### src/rtl/jk_excitation_driver_if.sv
// ---------------------------------------------------------------------------
// jk_excitation_driver_if
//
// Bundles the target-word handshake, the J/K excitation bus towards a bank
// of JK flip-flops, the fed-back q of that bank and the check results.
//
// Signals:
//   in_valid  - target word valid (environment -> driver)
//   in_ready  - driver can accept a target word (driver -> environment)
//   in_target - requested next state of the flip-flop bank
//   q_fb      - current q of the driven JK bank (bank -> driver)
//   j, k      - registered J/K excitation (driver -> bank)
//   done      - one-cycle pulse when a word's check completes
//   mismatch  - one-cycle pulse with done when the bank missed the target
//   err_cnt   - saturating count of mismatches since reset
//
// Modports:
//   master - the environment side (stimulus source plus the bank's q)
//   slave  - the excitation driver itself
// ---------------------------------------------------------------------------
interface jk_excitation_driver_if #(
    parameter int WIDTH = 4,
    parameter int CNT_W = 8
);
    logic             in_valid;
    logic             in_ready;
    logic [WIDTH-1:0] in_target;
    logic [WIDTH-1:0] q_fb;
    logic [WIDTH-1:0] j;
    logic [WIDTH-1:0] k;
    logic             done;
    logic             mismatch;
    logic [CNT_W-1:0] err_cnt;

    modport master (
        output in_valid,
        output in_target,
        output q_fb,
        input  in_ready,
        input  j,
        input  k,
        input  done,
        input  mismatch,
        input  err_cnt
    );

    modport slave (
        input  in_valid,
        input  in_target,
        input  q_fb,
        output in_ready,
        output j,
        output k,
        output done,
        output mismatch,
        output err_cnt
    );
endinterface

### src/rtl/jk_excitation_driver.sv
// ---------------------------------------------------------------------------
// jk_excitation_driver
//
// Drives a bank of WIDTH JK flip-flops to a requested target word. It is the
// inverse of a JK flip-flop: from the bank's current q and the wanted next
// state it derives the J/K excitation, applies it for exactly one cycle and
// then checks that the bank really reached the target.
//
// Flow per word (three cycles, back-to-back allowed):
//   IDLE  : in_ready=1, j=k=0. On in_valid the target is captured and the
//           excitation for (q_fb, in_target) is registered onto j/k.
//   DRIVE : j/k present the excitation; the bank samples it at the end of
//           this cycle. j/k return to zero on the following edge.
//   CHECK : q_fb is compared with the captured target; done (and mismatch
//           when any bit differs) is registered for one cycle and the
//           mismatch counter advances, saturating at all-ones.
//
// Parameters:
//   WIDTH      - number of JK flip-flops driven
//   USE_TOGGLE - nonzero: bits that must change use J=K=1 (toggle);
//                zero: they use pure set (J=1,K=0) or reset (J=0,K=1)
//   CNT_W      - width of the saturating mismatch counter
//
// Ports:
//   clk - rising-edge clock
//   rst - asynchronous active-high reset (forces IDLE, clears all outputs,
//         drops any in-flight word without a done pulse)
//   bus - slave side of jk_excitation_driver_if
// ---------------------------------------------------------------------------
module jk_excitation_driver #(
    parameter int WIDTH      = 4,
    parameter int USE_TOGGLE = 0,
    parameter int CNT_W      = 8
) (
    input  logic                    clk,
    input  logic                    rst,
    jk_excitation_driver_if.slave   bus
);

    typedef enum logic [1:0] {
        ST_IDLE  = 2'd0,
        ST_DRIVE = 2'd1,
        ST_CHECK = 2'd2
    } state_t;

    // All-ones when toggling is enabled: adds the "other" excitation input on
    // changing bits so that a changing bit gets J=K=1 instead of set/reset.
    localparam logic [WIDTH-1:0] TOG_MASK = (USE_TOGGLE != 0) ? {WIDTH{1'b1}} : {WIDTH{1'b0}};
    localparam logic [WIDTH-1:0] ZERO_W   = {WIDTH{1'b0}};
    localparam logic [CNT_W-1:0] ZERO_C   = {CNT_W{1'b0}};
    localparam logic [CNT_W-1:0] ONES_C   = {CNT_W{1'b1}};
    localparam logic [CNT_W-1:0] ONE_C    = CNT_W'(1'b1);

    // J excitation: a 0->1 bit always needs J=1; a 1->0 bit needs J=1 only
    // when toggling. Stable bits get J=0, so J=K=1 never hits a stable bit.
    function automatic logic [WIDTH-1:0] enc_j(input logic [WIDTH-1:0] q,
                                               input logic [WIDTH-1:0] t);
        return (~q & t) | (TOG_MASK & q & ~t);
    endfunction

    // K excitation: a 1->0 bit always needs K=1; a 0->1 bit needs K=1 only
    // when toggling.
    function automatic logic [WIDTH-1:0] enc_k(input logic [WIDTH-1:0] q,
                                               input logic [WIDTH-1:0] t);
        return (q & ~t) | (TOG_MASK & ~q & t);
    endfunction

    // Saturating increment: the counter sticks at all-ones.
    function automatic logic [CNT_W-1:0] sat_inc(input logic [CNT_W-1:0] c);
        logic [CNT_W-1:0] r;
        if (c == ONES_C) begin
            r = c;
        end else begin
            r = c + ONE_C;
        end
        return r;
    endfunction

    state_t           state_r;
    state_t           state_s;
    logic [WIDTH-1:0] tgt_r;
    logic [WIDTH-1:0] tgt_s;
    logic [WIDTH-1:0] j_r;
    logic [WIDTH-1:0] j_s;
    logic [WIDTH-1:0] k_r;
    logic [WIDTH-1:0] k_s;
    logic             ready_r;
    logic             ready_s;
    logic             done_r;
    logic             done_s;
    logic             mism_r;
    logic             mism_s;
    logic [CNT_W-1:0] err_r;
    logic [CNT_W-1:0] err_s;

    // Next-state and next-output decode; every output is registered, so this
    // block computes the values that appear after the coming edge.
    always_comb begin
        state_s = state_r;
        tgt_s   = tgt_r;
        j_s     = ZERO_W;
        k_s     = ZERO_W;
        done_s  = 1'b0;
        mism_s  = 1'b0;
        err_s   = err_r;

        case (state_r)
            ST_IDLE: begin
                if (bus.in_valid) begin
                    // Encode against q_fb as seen at the accept edge; the bank
                    // cannot move in IDLE because j=k=0 there.
                    tgt_s   = bus.in_target;
                    j_s     = enc_j(bus.q_fb, bus.in_target);
                    k_s     = enc_k(bus.q_fb, bus.in_target);
                    state_s = ST_DRIVE;
                end else begin
                    state_s = ST_IDLE;
                end
            end
            ST_DRIVE: begin
                // Excitation is held for this single cycle only; j/k fall
                // back to zero (the defaults) on the next edge.
                state_s = ST_CHECK;
            end
            ST_CHECK: begin
                // The bank updated at the end of DRIVE, so q_fb now shows the
                // result of the excitation.
                done_s = 1'b1;
                mism_s = |(bus.q_fb ^ tgt_r);
                if (mism_s) begin
                    err_s = sat_inc(err_r);
                end else begin
                    err_s = err_r;
                end
                state_s = ST_IDLE;
            end
            default: begin
                state_s = ST_IDLE;
            end
        endcase

        ready_s = (state_s == ST_IDLE);
    end

    // State and output registers; asynchronous reset returns to IDLE with the
    // bank held (j=k=0) and all status cleared.
    always_ff @(posedge clk or posedge rst) begin
        if (rst) begin
            state_r <= ST_IDLE;
            tgt_r   <= ZERO_W;
            j_r     <= ZERO_W;
            k_r     <= ZERO_W;
            ready_r <= 1'b1;
            done_r  <= 1'b0;
            mism_r  <= 1'b0;
            err_r   <= ZERO_C;
        end else begin
            state_r <= state_s;
            tgt_r   <= tgt_s;
            j_r     <= j_s;
            k_r     <= k_s;
            ready_r <= ready_s;
            done_r  <= done_s;
            mism_r  <= mism_s;
            err_r   <= err_s;
        end
    end

    assign bus.in_ready = ready_r;
    assign bus.j        = j_r;
    assign bus.k        = k_r;
    assign bus.done     = done_r;
    assign bus.mismatch = mism_r;
    assign bus.err_cnt  = err_r;

endmodule

### src/flat_wrapper.sv
// flat-port wrapper written by rule: the top's interface ports become plain ports
module jk_excitation_driver_flat 
#(
    parameter int WIDTH      = 4,
    parameter int USE_TOGGLE = 0,
    parameter int CNT_W      = 8
)
  (clk, rst, bus_in_valid, bus_in_target, bus_q_fb, bus_in_ready, bus_j, bus_k, bus_done, bus_mismatch, bus_err_cnt);
  jk_excitation_driver_if #(.WIDTH(WIDTH), .CNT_W(CNT_W)) bus_i ();
  input  logic clk;
  input  logic rst;
  input wire logic [$bits(bus_i.in_valid)-1:0] bus_in_valid;
  input wire logic [$bits(bus_i.in_target)-1:0] bus_in_target;
  input wire logic [$bits(bus_i.q_fb)-1:0] bus_q_fb;
  output wire logic [$bits(bus_i.in_ready)-1:0] bus_in_ready;
  output wire logic [$bits(bus_i.j)-1:0] bus_j;
  output wire logic [$bits(bus_i.k)-1:0] bus_k;
  output wire logic [$bits(bus_i.done)-1:0] bus_done;
  output wire logic [$bits(bus_i.mismatch)-1:0] bus_mismatch;
  output wire logic [$bits(bus_i.err_cnt)-1:0] bus_err_cnt;
  assign bus_i.in_valid = bus_in_valid;
  assign bus_i.in_target = bus_in_target;
  assign bus_i.q_fb = bus_q_fb;
  assign bus_in_ready = bus_i.in_ready;
  assign bus_j = bus_i.j;
  assign bus_k = bus_i.k;
  assign bus_done = bus_i.done;
  assign bus_mismatch = bus_i.mismatch;
  assign bus_err_cnt = bus_i.err_cnt;
  jk_excitation_driver #(.WIDTH(WIDTH), .USE_TOGGLE(USE_TOGGLE), .CNT_W(CNT_W)) u_core (.clk(clk), .rst(rst), .bus(bus_i));
endmodule
### config.mk
export PLATFORM = sky130hd
export DESIGN_NAME = jk_excitation_driver_flat
export DESIGN_NICKNAME = d
export VERILOG_FILES = /design/src/rtl/jk_excitation_driver_if.sv /design/src/rtl/jk_excitation_driver.sv /design/src/flat_wrapper.sv
export SDC_FILE = /design/constraint.sdc
export NUM_CORES = 1
export LEC_CHECK = 0
export CORE_MARGIN = 4
export CORE_UTILIZATION = 43
export CTS_BUF_LIST = sky130_fd_sc_hd__clkbuf_4 sky130_fd_sc_hd__clkbuf_8
export CTS_CLUSTER_DIAMETER = 100
export DETAILED_ROUTE_END_ITERATION = 16
export GPL_TIMING_DRIVEN = 0
export PLACE_DENSITY_LB_ADDON = 0.3
export SLEW_MARGIN = 20
export SYNTH_ARGS = -nofsm -noshare
export SYNTH_HDL_FRONTEND = slang
export SYNTH_SLANG_ARGS = --single-unit
export TNS_END_PERCENT = 100
### constraint.sdc
create_clock -name clk -period 1.8 [get_ports clk]
set_clock_uncertainty 0.2 [all_clocks]
set_input_delay 0.27 -clock clk [delete_from_list [all_inputs] [get_ports clk]]
set_output_delay 0.27 -clock clk [all_outputs]
set_load 0.01 [all_outputs]
==> impl_results.md, run 1 <==
* Post-Syn Nets at 88
* Antenna-violating nets left at 0
* Finished Layout Cells at 144
* GR Util All Layers at 0.139
* Slew headroom at 0.380
* Max Slew Vio Count at 0
* Num Clock Sinks at 25
* Crit end category: flip-flop
* Post-synthesis cell area at 1030 sq um
* Hold Crit Class: in -> reg
* Design area at 1520 sq um
* Synth Warn # at 0
* Int Pwr at 0.00104 W
* Met3 WL at 108 um
* Max FO, Critical Path at 8
* Leakage at 0.698 nW
* DRT Wirelength at 2170 um
* Largest net degree at the start of global routing at 26
* Top-count cell post-synth: dfrtp_1
* Share of layout cells above drive strength 1 at 0.284
* Tmin final at 1.82 ns
* # rows at 17
* Failing checks: negative setup slack
* Area grow syn2layout at 46.6%
* Vias in the first global route at 739
* Worst VDD drop at 0.000766 V
* Area contributors post-synth: dfrtp_1 58%, xor2_1 8.5%, nor3b_1 6.5%
* Core ar. at 2250 sq um
* Initial antenna violation count at 0
* Fin crit share at 1.01
* Met2 wire length at 1190 um
* Port Buffers at 29
* Clock Pin Slew Worst Setup and Hold Paths at 0.14 ns
* CTS tree: yes
* Via count at 728
* Total negative slack at -0.0291 ns
* Count of cell types in the netlist at 23
* Min-delay src: bus_q_fb[2]
* Iteration-0 DRC count of the detailed router at 3
* Initial Utilization at 0.458
* Placed Instances at 133
* M1 WL at 809 um
* Worst reg2reg path startpoint: u_core.tgt_r[2]$_DFFE_PP0P_
* Routability cong. at 0.771
* Post-synthesis async set-or-reset flop share at 1.00
* Worst-Skew Late Latency at 0.32 ns
* EDFF count, synth at 0
* Combinational power share at 0.342
* Hold_buf cts at 0
* H-Tree Depth at 1
* Syn avg cell area at 13.6 sq um
* Clock Tree Buf Depth at 2
* Worst Setup Start Kind: primary input
* Outcome: finished, violations left
* Synth top area share at 0.581
* P per Cell Area at 1020 nW/um^2
* Commonest cells in the netlist: 24 x dfrtp_1, 10 x xor2_1, 9 x nor3b_1, 4 x mux2_2
* WL/cell at 15.1 um
* Worst-margin pin slew at 0.930 ns
* Worst Path Arrival at 1.84 ns
* Post-synthesis cell count at 76
* Drt via density at 5.06
* Total gr overflow at 0
* Part of the power in registers at 0.497
* Critical Path Start: bus_q_fb[0]
* First drt pass iteration count at 3
* Ant. Diodes at 0
* Hold Fails Final Rpt at 0
* Required time of the worst setup path at 1.82 ns
* Sw Share at 0.329
* Top FF cell, synth: dfrtp_1
* I/O pins at 30
* Nets at 129
* #FFs+latches synth at 25
* Die ar. at 3250 sq um
* Post-DP HPWL at 1430 um
* Worst setup margin at -0.0175 ns
* Root Buffer: clkbuf_4
* Sw power at 0.000510 W
* Max-cap viol count at 0
* Seq/Total Area, Yosys at 0.607
* Worst slack, placed at -0.544 ns
* Crit Path Class: in -> reg
* Die Ht at 57.0 um
* Fmax at 550 MHz
* Top Layer Used: met4
* Synth area leader: dfrtp_1
* Area post-placement at 1360 sq um
* Unrepaired setup endpoints after global routing: yes
* First-pass GRT wire length at 3510 um
* Final setup viols at 2
* Clock Power Share at 0.161
* Num CTS Buffers at 3
* Die width at 57.0 um
* Post-route DRC at 0
[power groups by stage]
stage | clock, W | sequential, W | combinational [W]
2_1_floorplan | 0 | 0.000798 | 0.000199
3_3_place_gp | 0 | 0.000774 | 0.000437
3_5_place_dp | 0 | 0.000784 | 0.000453
4_1_cts | 0.000262 | 0.000762 | 0.000498
5_1_grt | 0.000281 | 0.000787 | 0.000568
6_report | 0.000250 | 0.000771 | 0.000530
[worst max-delay path: stages]
cell             delay, ns
clkdlybuf4s50_1       0.47
xor2_2                0.22
o41ai_4               0.34
buf_6                 0.19
nor3_2                0.06
mux2_4                0.29
[flip-flops by register name, summed over array words and instances, names as in the netlist]
signal	count
u_core.bus.done	1
u_core.bus.err_cnt	8
u_core.bus.in_ready	1
u_core.bus.j	4
u_core.bus.k	4
u_core.bus.mismatch	1
u_core.state_r	2
u_core.tgt_r	4
[per-layer routing]
layer	track usage	up-vias
li1	-	336
met5	0	-
met1	0.167	365
met3	0.0249	6
met2	0.248	21
met4	0.0497	0
[cells in the final DEF, fill, tap and decap left out, drive strengths merged]
cell,Yosys,final
xor2,10,10
nor2b,2,2
o41ai,1,1
buf,0,9
nand2b,1,1
nor2,2,2
dfstp,1,1
inv,3,3
nor3b,9,9
nor4,1,1
dlymetal6s2s,0,3
clkinv,0,1
dlygate4sd2,0,3
o21bai,1,1
clkbuf,2,3
nor4b,1,1
nand3,3,3
nor3,3,3
clkdlybuf4s50,0,23
mux2,6,6
ha,1,1
and4,2,2
nand2,3,3
dfrtp,24,24
[layout make-up]
type | instances | area [sq um]
multi-input combinational | 46 | 447
fill | 185 | 739
clock inverter | 1 | 5.00
inverter | 3 | 11.3
sequential | 25 | 629
timing repair buffer | 38 | 365
tap | 28 | 35.0
clock buffer | 3 | 22.5
[path summary, 6_finish.rpt]
| kind | slack, ns | cells after the start | to |
|---|---|---|---|
| min in group asynchronous | 0.23 | 2 | u_core.state_r[0]$_DFF_PP0_ |
| worst min-delay path | 0.01 | 2 | u_core.bus.j[2]$_DFF_PP0_ |
| worst max-delay path | -0.02 | 6 | u_core.bus.err_cnt[6]$_DFFE_PP0P_ |
| worst min register to register | 0.28 | 1 | u_core.bus.in_ready$_DFF_PP1_ |
| worst max register to register | 0.02 | 5 | u_core.bus.err_cnt[6]$_DFFE_PP0P_ |
| max in group asynchronous | 0.54 | 2 | u_core.bus.err_cnt[3]$_DFFE_PP0P_ |
[kinds of logic (layout without fill, tap and decap cells)]
| kind of cell | Yosys count | in the layout | share of synthesized area |
|---|---|---|---|
| AO/OA/AOI/OAI | 2 | 2 | 0.0339 |
| multiplexers | 6 | 6 | 0.0690 |
| adder cells (fa/ha/maj) | 1 | 1 | 0.0121 |
| XOR/XNOR | 10 | 10 | 0.0847 |
| AND/OR/NAND/NOR | 27 | 27 | 0.176 |
| buffers and inverters | 5 | 45 | 0.0182 |
| flip-flops | 25 | 25 | 0.607 |
[stage by stage]
step,hold slack (ns),total power (W),util
floorplan,0.0966,0.000997,-
global placement,0.237,0.00121,0.603
detailed placement,0.249,0.00124,0.603
CTS,0.252,0.00152,0.630
global route,0.0248,0.00164,0.672
finish,0.0110,0.00155,0.672
[what timing repair did]
| action | 4_1_cts | 5_1_grt |
|---|---|---|
| resized for setup | 7 | 13 |
| pin swaps | 1 | 0 |
| hold endpoints to repair | 0 | 0 |
| buffers inserted | 4 | 5 |
| setup endpoints to repair | 13 | 10 |
No activity file was read; power rests on OpenSTA's default activity.
==> run 2, diff against run 1 <==
CTS_CLUSTER_SIZE = 20   (was unset)
==> results of run 2 <==
Same layout as run 1: the final DEF is identical, and so are final timing and power.
==> run 3, diff against run 2 <==
RECOVER_POWER = 100   (was unset)
==> run 3 against run 2 <==
Compared with the run above: the flow still finishes with violations (negative setup slack); sequential power hardly changed; clock power hardly changed; die area is the same; final cell count unchanged; setup slack worse by 0.0024 ns; register-to-register slack about the same.
==> impl_results.md, run 3 (synthesis results as in run 1) <==
* H-Tree Depth at 1 (unchanged)
* Via count at 729 (+0.14%)
* Drt via density at 5.06 (+0.14%)
* Leakage at 0.688 nW (-1.4%)
* Post-DP HPWL at 1430 um (unchanged)
* Die width at 57.0 um (unchanged)
* Power, Total at 0.00155 W (-0.22%)
* Max-cap viol count at 0 (unchanged)
* Worst reg2reg path startpoint: u_core.tgt_r[2]$_DFFE_PP0P_
* Core ar. at 2250 sq um (unchanged)
* Clock Pin Slew Worst Setup and Hold Paths at 0.14 ns (about the same)
* Failing checks: negative setup slack
* Area post-placement at 1360 sq um (unchanged)
* R2r setup slk at 0.02 ns (about the same)
* Max Slew Vio Count at 0 (unchanged)
* DRT Wirelength at 2160 um (-0.37%)
* I/O pins at 30 (unchanged)
* Initial Utilization at 0.458 (unchanged)
* Area grow syn2layout at 46.4%
* Hold Crit Class: in -> reg
* WL/cell at 15.0 um (-0.37%)
* Min-delay src: bus_q_fb[2]
* Ant. Diodes at 0 (unchanged)
* Port Buffers at 29 (unchanged)
* Die ar. at 3250 sq um (unchanged)
* Worst VDD drop at 0.000757 V (-1.1%)
* Worst path cell trace: clkdlybuf4s50_1 > xor2_2 > o41ai_4 > buf_6 > nor3_2 > mux2_4
* Worst Setup Start Kind: primary input
* Total gr overflow at 0 (unchanged)
* Final setup viols at 2 (unchanged)
* Most frequent cells in the layout: 22 x clkdlybuf4s50_1, 22 x dfrtp_1, 9 x nor3b_1
* Max FFs per register at 8 (unchanged)
* Critical-path top delay cell: clkdlybuf4s50_1
* Max FO, Critical Path at 8 (unchanged)
* WHS at 0.0143 ns (+0.00339 ns)
* Crit Path Class: in -> reg
* Worst Path Arrival at 1.84 ns (about the same)
* CTS tree: yes
* # fillers at 185 (unchanged)
* CP peak stage delay at 0.47 ns (about the same)
* Root Buffer: clkbuf_4
* Fmax at 549 MHz (-0.13%)
* Unrepaired setup endpoints after global routing: yes
* Die Ht at 57.0 um (unchanged)
* Nets at 129 (unchanged)
* GR Util All Layers at 0.139 (unchanged)
* Outcome: finished, violations left
* Iteration-0 DRC count of the detailed router at 3 (unchanged)
* Tmin final at 1.82 ns (+0.00243 ns)
* # rows at 17 (unchanged)
* Clock Tree Buf Depth at 2 (unchanged)
* Worst setup margin at -0.0199 ns (-0.00243 ns)
* Share of layout cells above drive strength 1 at 0.284 (unchanged)
* Routability cong. at 0.771 (unchanged)
* P per Cell Area at 1020 nW/um^2 (about the same)
* Hold Fails Final Rpt at 0 (unchanged)
* Critical Path Start: bus_q_fb[0]
* Post-route DRC at 0 (unchanged)
* Required time of the worst setup path at 1.82 ns (about the same)
* Num CTS Buffers at 3 (unchanged)
* First drt pass iteration count at 3 (unchanged)
* Worst-Skew Late Latency at 0.32 ns (about the same)
* Vias in the first global route at 739 (unchanged)
* First-pass GRT wire length at 3510 um (unchanged)
* Crit end category: flip-flop
* Worst-margin pin slew at 0.930 ns (+0.000379 ns)
* Largest net degree at the start of global routing at 26 (unchanged)
* Initial antenna violation count at 0 (unchanged)
* Num Clock Sinks at 25 (unchanged)
* Design area at 1510 sq um (-0.16%)
* Fin crit share at 1.01 (+0.00135)
* Slew headroom at 0.379 (about the same)
* Antenna-violating nets left at 0 (unchanged)
[run 3: cell count changes in the layout (fill, tap and decap cells not counted), sizes merged]
cell           change
clkdlybuf4s25      +1
clkdlybuf4s50      -1
dlygate4sd3        +1
dlymetal6s2s       -1
[run 3: timing repair]
action                                  4_1_cts  5_1_grt
hold buffers                                  0        0
endpoints found under the setup margin       13       10
setup buffers                                 4        5
pin swaps                                     1        0
gates resized for setup                       7       13
hold endpoints to repair                      0        0
[run 3: metal layers]
layer,vias up,global-route usage,part of all wire
li1,337,-,-
met3,6,0.0249,0.047
met5,-,0,0
met1,365,0.167,0.37
met4,0,0.0497,0.030
met2,21,0.248,0.55
[run 3: cell type report]
type	instances	area [sq um]	area share
Inverter	3	11.3	0.00744
Clock inverter	1	5.00	0.00331
Multi-Input combinational cell	46	447	0.295
Sequential cell	25	629	0.416
Timing Repair Buffer	38	363	0.240
Clock buffer	3	22.5	0.0149
Tap cell	28	35.0	0.0232
[run 3: path summary, 6_finish.rpt]
kind                                                      to  cells past startpoint
setup / recovery           u_core.bus.err_cnt[6]$_DFFE_PP0P_                      6
hold / removal                     u_core.bus.j[2]$_DFF_PP0_                      2
setup reg to reg           u_core.bus.err_cnt[6]$_DFFE_PP0P_                      5
hold reg to reg                u_core.bus.in_ready$_DFF_PP1_                      1
max in group asynchronous  u_core.bus.err_cnt[3]$_DFFE_PP0P_                      2
min in group asynchronous        u_core.state_r[0]$_DFF_PP0_                      2
[run 3: critical path, delay by kind of cell]
kind / cells / cell delay [ns]
xor gates and xnor gates: 1 / 0.22
buffers and inverters: 2 / 0.66
AOI/OAI and AO/OA: 1 / 0.34
and+or+nand+nor: 1 / 0.06
muxes: 1 / 0.29
[run 3: where the power goes]
part	leakage, nW	switching [W]	internal (W)
clock network	0.0177	0.000165	0.0000832
logic	0.350	0.000243	0.000285
registers	0.321	0.000100	0.000670
total	0.688	0.000508	0.00104
[run 3: metrics by stage]
step / TNS [ns] / utilization / worst slack [ns] / instances
2_1_floorplan: 0 / - / 0.0118 / 76
3_3_place_gp: -3.63 / 0.603 / -0.509 / 133
4_1_cts: -0.0228 / 0.630 / -0.0216 / 140
6_report: -0.0340 / 0.671 / -0.0199 / 144
3_5_place_dp: -3.96 / 0.603 / -0.544 / 133
5_1_grt: -0.116 / 0.671 / -0.0379 / 144
